==> config.mk <==
export PLATFORM = sky130hd
export DESIGN_NAME = uart_rx
export DESIGN_NICKNAME = d
export VERILOG_FILES = /design/src/rtl/uart_rx.sv
export SDC_FILE = /design/constraint.sdc
export NUM_CORES = 1
export LEC_CHECK = 0
export ABC_AREA = 1
export BUFFER_PORTS_ARGS = -buffer_cell sky130_fd_sc_hd__buf_4
export CELL_PAD_IN_SITES_DETAIL_PLACEMENT = 0
export CELL_PAD_IN_SITES_GLOBAL_PLACEMENT = 1
export CORE_AREA = 2 2 91 84
export CTS_CLUSTER_SIZE = 40
export DETAILED_ROUTE_END_ITERATION = 10
export DIE_AREA = 0 0 93 86
export PLACE_DENSITY = 0.84
export SLEW_MARGIN = 20
export SYNTH_ARGS = -nofsm -noshare
export SYNTH_HDL_FRONTEND = slang
export SYNTH_SLANG_ARGS = --single-unit
==> constraint.sdc <==
create_clock -name clk -period 1.8 [get_ports clk]
set_input_delay 0.27 -clock clk [delete_from_list [all_inputs] [get_ports clk]]
set_output_delay 0.27 -clock clk [all_outputs]
set_load 0.02 [all_outputs]
==> src/rtl/uart_rx.sv <==
// UART receiver: 16x oversampled, 5..8 data bits, optional parity,
// programmable stop length, one-cycle done strobe with error flags.
module uart_rx #(
    parameter int SYNC_STAGES = 2,
    parameter int SB_TICK     = 16
) (
    input  logic       clk,
    input  logic       reset,
    input  logic       rx,
    input  logic       s_tick,
    input  logic [3:0] data_bits,
    input  logic [5:0] stop_bits,
    input  logic [1:0] parity_bits,
    output logic [7:0] dout,
    output logic       rx_done_tick,
    output logic       parity_err,
    output logic       frame_err,
    output logic       rx_busy
);
    localparam int NS = (SYNC_STAGES < 2) ? 2 : SYNC_STAGES;

    typedef enum logic [2:0] {
        IDLE, START, DATA, PARITY, STOP
    } state_t;

    state_t state, state_n;

    logic [NS-1:0] sync;
    logic          rxs;
    logic [5:0]    s_reg, s_n;
    logic [2:0]    n_reg, n_n;
    logic [7:0]    b_reg, b_n;
    logic          p_reg, p_n;
    logic          stp_reg, stp_n;
    logic          hold_reg, hold_n;
    logic          fin;

    logic [3:0] nbits;
    logic [2:0] last_n;
    logic [5:0] stop_len;
    logic [5:0] last_tick;
    logic [7:0] data_w;
    logic       pbit_x;
    logic       perr;

    always_ff @(posedge clk or posedge reset) begin
        if (reset) sync <= '1;
        else       sync <= {sync[NS-2:0], rx};
    end

    assign rxs = sync[NS-1];

    assign nbits = (data_bits >= 4'd5 && data_bits <= 4'd8) ?
                   data_bits : 4'd8;
    assign last_n    = nbits[2:0] - 3'd1;
    assign stop_len  = (stop_bits == 6'd0) ? 6'(SB_TICK) : stop_bits;
    assign last_tick = stop_len - 6'd1;

    always_ff @(posedge clk or posedge reset) begin
        if (reset) begin
            state    <= IDLE;
            s_reg    <= '0;
            n_reg    <= '0;
            b_reg    <= '0;
            p_reg    <= 1'b0;
            stp_reg  <= 1'b1;
            hold_reg <= 1'b0;
        end else begin
            state    <= state_n;
            s_reg    <= s_n;
            n_reg    <= n_n;
            b_reg    <= b_n;
            p_reg    <= p_n;
            stp_reg  <= stp_n;
            hold_reg <= hold_n;
        end
    end

    always_comb begin
        state_n = state;
        s_n     = s_reg;
        n_n     = n_reg;
        b_n     = b_reg;
        p_n     = p_reg;
        stp_n   = stp_reg;
        hold_n  = hold_reg;
        fin     = 1'b0;
        unique case (state)
            IDLE: begin
                // after a break, wait for the line to return high
                if (hold_reg && rxs) hold_n = 1'b0;
                if (!hold_reg && !rxs) begin
                    s_n     = '0;
                    state_n = START;
                end
            end
            START: if (s_tick) begin
                if (s_reg == 6'd7) begin
                    if (!rxs) begin
                        s_n     = '0;
                        n_n     = '0;
                        state_n = DATA;
                    end else begin
                        state_n = IDLE;
                    end
                end else begin
                    s_n = s_reg + 6'd1;
                end
            end
            DATA: if (s_tick) begin
                if (s_reg == 6'd15) begin
                    b_n = {rxs, b_reg[7:1]};
                    s_n = '0;
                    if (n_reg == last_n)
                        state_n = (parity_bits != 2'd0) ? PARITY : STOP;
                    else
                        n_n = n_reg + 3'd1;
                end else begin
                    s_n = s_reg + 6'd1;
                end
            end
            PARITY: if (s_tick) begin
                if (s_reg == 6'd15) begin
                    p_n     = rxs;
                    s_n     = '0;
                    state_n = STOP;
                end else begin
                    s_n = s_reg + 6'd1;
                end
            end
            STOP: if (s_tick) begin
                if (s_reg == 6'd15 ||
                    (s_reg == last_tick && stop_len < 6'd16))
                    stp_n = rxs;
                if (s_reg == last_tick) begin
                    fin     = 1'b1;
                    hold_n  = ~stp_n;
                    state_n = IDLE;
                end else begin
                    s_n = s_reg + 6'd1;
                end
            end
            default: state_n = IDLE;
        endcase
    end

    always_comb begin
        data_w  = b_reg >> (4'd8 - nbits);
        pbit_x  = (^data_w) ^ p_reg;
        perr    = 1'b0;
        if (parity_bits == 2'd1)      perr = ~pbit_x;
        else if (parity_bits != 2'd0) perr = pbit_x;
        rx_busy = (state != IDLE);
    end

    always_ff @(posedge clk or posedge reset) begin
        if (reset) begin
            dout         <= '0;
            rx_done_tick <= 1'b0;
            parity_err   <= 1'b0;
            frame_err    <= 1'b0;
        end else begin
            rx_done_tick <= fin;
            if (fin) begin
                dout       <= data_w;
                parity_err <= perr;
                frame_err  <= ~stp_n;
            end
        end
    end
endmodule

==> impl_table.tex <==
\begin{tabular}{lr}
\hline
Metric & Value \\
\hline
\multicolumn{2}{l}{\textbf{STA}} \\
Setup tns final & 0 ps \\
Slew margin rel. & 0.693 \\
Smallest setup slack after layout & 11.6 ps \\
Setup repair after global routing missed its margin & true \\
Worst slack on hold paths & around 77 ps \\
Measured slew at the worst slew-check pin & between 400 and 500 ps \\
Clock Skews & 2.89 ps \\
Final count of pins violating max slew & 0 \\
Maximum frequency from static timing analysis & 559 MHz \\
Setup violators final & 0 \\
Share of the clock period used by the worst path & 0.994 \\
Min cycle time layout & 1790 ps \\
Hold violation total from the final report & 0 \\
\multicolumn{2}{l}{\textbf{Place}} \\
Routability Congestion & 0.832 \\
Detailed placer's ending HPWL & slightly below 5000 um \\
Port Buffer Count & 27 \\
Dpl ws & -367 ps \\
Placed inst area & 3280 um2 \\
Count of placed standard cells including taps & 547 \\
\multicolumn{2}{l}{\textbf{Setup path}} \\
Worst stage delay on the critical path & 390 ps \\
Worst setup path category & flop to flop \\
Arr. time, crit path & 1960 ps \\
Type of origin of the critical path & flop \\
Most used cell, CP & nand2\_1 \\
Worst setup EP type & flop \\
Critical path origin & s\_reg[1]\$\_DFFE\_PP0P\_ \\
Data required time of the worst path & roughly 2000 ps \\
Critical path peak fanout & 6 \\
Sequence of cells on the critical path & ha\_1 -> nand2\_1 -> inv\_2 -> nand2\_1 -> nor2\_4 -> inv\_1 -> a21oi\_2 -> and3b\_1 -> o21ai\_2 -> nand2\_1 -> o21ai\_0 \\
Start of the worst register-to-register path & s\_reg[1]\$\_DFFE\_PP0P\_ \\
Cell with the largest stage delay on the worst path & dfrtp\_1 \\
\multicolumn{2}{l}{\textbf{Power}} \\
Leakage component of the power & about 1.8 nW \\
Power density over the cells & 897 nW/um2 \\
Comb power frac & 0.485 \\
Share of total power in the clock network & 0.198 \\
Share of total power in sequential cells & 0.317 \\
Worst ir drop on vdd & 738 uV \\
Cell internal pwr & 1.89 mW \\
Sw Pwr & approximately 1.3 mW \\
Overall power consumption & between 3 and 4 mW \\
Switching power as a share of total power & 0.400 \\
\multicolumn{2}{l}{\textbf{Floorplan}} \\
Starting Density & 0.372 \\
Area enclosed by the die boundary & 8000 um2 \\
Die height & 86 um \\
Area of the placeable core & 6970 um2 \\
Row count & 29 \\
Width of the die & 93 um \\
Number of top-level pins & 28 \\
\multicolumn{2}{l}{\textbf{Detailed routing}} \\
Met3 WL & 176 um \\
Pre-Repair DR Iteration Count & 4 \\
Metal1 wirelength & 3040 um \\
Vias after detailed routing & $\sim$2700 \\
Vias/cell & 4.82 \\
Highest routing layer actually used & met4 \\
Antenna violation net count after detailed routing & 0 \\
Number of design-rule violations left by the first detailed-router iteration & between 150 and 200 \\
Wire length per cell & 11.5 um \\
Routed wire length & about 6400 um \\
Detailed-routed wire length on met2 & 3140 um \\
DRC Markers & 0 \\
\multicolumn{2}{l}{\textbf{Finish}} \\
Final core area utilization & 0.505 \\
Area growth syn-to-layout & 35.9\% \\
Finished Cell Area & 3520 um2 \\
Number of nets in the layout & 485 \\
Leading cell type in the layout, fill and taps excluded & nand2\_1 \\
Top library cells by usage in the layout, fill and taps aside & nand2\_1 (118), buf\_4 (74), nand3\_1 (42), inv\_1 (40), dfrtp\_1 (32) \\
Ant. Diodes & 0 \\
Number of fill cells in the layout & 707 \\
Proportion of layout cells with a drive suffix above 1 & 0.312 \\
Final non-filler cell total & 558 \\
\multicolumn{2}{l}{\textbf{Clock tree}} \\
Total clock buffers created by CTS & 5 \\
Clock network latency to the later pin of the worst-skew pair & 290 ps \\
Max Root-Sink Buffers & 2 \\
CTS sink count & 36 \\
Clock tree from TritonCTS & built \\
Clock Tree Root & clkbuf\_8 \\
Clock transition at the registers of the reported paths & about 80 ps \\
H-tree level count & 2 \\
Post-cts hold buffer count & 0 \\
\multicolumn{2}{l}{\textbf{Job}} \\
Number of maximum-capacitance constraint violations & 0 \\
\multicolumn{2}{l}{\textbf{Global route}} \\
Number of antenna violations at the first check in global routing & 0 \\
Number of global-route vias before repair & 2594 \\
Residual overflow from global routing & 0 \\
Largest net degree at the start of global routing & 37 \\
Total Routing Usage GR & 0.170 \\
Wire length of the first global-routing pass & 11100 um \\
\multicolumn{2}{l}{\textbf{Synth}} \\
Number of flip-flops and latches in the synthesized netlist & 36 \\
Instance count of the mapped netlist & 390 \\
Mapped Area & 2590 um2 \\
Average instance area after synthesis & 6.64 um2 \\
Synthesis Warnings & 0 \\
Number of unique standard cell types used by synthesis & 33 \\
Syn Nets & 411 \\
Sequential area share after synthesis & 0.349 \\
\multicolumn{2}{l}{\textbf{Run status}} \\
Result of the run & finished, final reports clean \\
\multicolumn{2}{l}{\textbf{Min path}} \\
Classification of the worst-slack hold path & input pin to async pin \\
\hline
\end{tabular}
[layout make-up]
type	count	area (um2)	share of cell area
Multi-Input combinational cell	294	1610	0.459
Sequential cell	36	906	0.257
Timing Repair Buffer	76	578	0.164
Inverter	51	210	0.0597
Tap cell	93	116	0.0331
Clock buffer	7	86.3	0.0245
Clock inverter	1	7.51	0.00213
[synth_stat cells (all sizes together)]
| cell type | number | area, um2 |
|---|---|---|
| o41ai | 1 | 8.76 |
| nand3 | 50 | 255 |
| o21ai | 32 | 160 |
| a21oi | 6 | 30.0 |
| dfstp | 3 | 78.8 |
| xor2 | 8 | 77.6 |
| dfrtp | 33 | 826 |
| o22ai | 1 | 6.26 |
| xnor2 | 3 | 26.3 |
| o31ai | 3 | 22.5 |
| a31oi | 1 | 6.26 |
| and3b | 1 | 8.76 |
| buf | 7 | 51.3 |
| a211oi | 2 | 15.0 |
| nand4 | 13 | 81.3 |
| ha | 5 | 62.6 |
| nor2 | 30 | 138 |
| nand3b | 1 | 7.51 |
| clkbuf | 2 | 7.51 |
| o21bai | 1 | 7.51 |
| nand2 | 132 | 500 |
| inv | 51 | 191 |
| nor3 | 4 | 20.0 |
[cell families (layout without fill, tap and decap cells)]
| kind of cell | Yosys count | count (layout) | synth area share |
|---|---|---|---|
| AND/OR/NAND/NOR | 231 | 231 | 0.391 |
| buffers and inverters | 60 | 135 | 0.0967 |
| AO/OA/AOI/OAI | 47 | 47 | 0.0991 |
| flip-flops | 36 | 36 | 0.349 |
| XOR/XNOR | 11 | 11 | 0.0401 |
| adder cells (fa/ha/maj) | 5 | 5 | 0.0242 |
[path summary, 6_finish.rpt]
path                                        end  slack [ps]  cells after the start
max                        state[2]$_DFFE_PP0P_          10                     11
min                        state[2]$_DFFE_PP0P_          80                      3
max reg2reg                state[2]$_DFFE_PP0P_          10                     11
min reg2reg                   sync[1]$_DFF_PP1_         360                      0
max in group asynchronous             async pin        1380                      3
min in group clk              sync[0]$_DFF_PP1_          80                      1
[power by group through the flow]
| stage | Clock, mW | Sequential [mW] | Combinational [mW] |
|---|---|---|---|
| after CTS | 0.637 | 0.993 | 1.38 |
| final | 0.624 | 1.00 | 1.53 |
| after global routing | 0.662 | 1.01 | 1.71 |
| after floorplan | 0 | 1.01 | 0.844 |
| after detailed placement | 0 | 1.01 | 1.36 |
| after global placement | 0 | 1.01 | 1.34 |
[what timing repair did]
item	in CTS	in global routing
pin swaps	0	3
gates resized for setup	2	34
setup endpoints to repair	16	24
setup buffers	1	2
[routing by layer]
metal / up-vias / GRT usage
met1: 1239 / 0.221
met5: - / 0
met4: 0 / 0.0455
met2: 35 / 0.294
li1: 1408 / -
met3: 8 / 0.0290
[critical path, delay by kind of cell (launching register included)]
| kind | cells | cell delay (ps) |
|---|---|---|
| AO/OA/AOI/OAI | 3 | 350 |
| adder cells (fa/ha/maj) | 1 | 180 |
| buffers and inverters | 2 | 150 |
| flip-flops | 1 | 390 |
| AND/OR/NAND/NOR | 5 | 600 |
(Power assumes the default switching activity.)
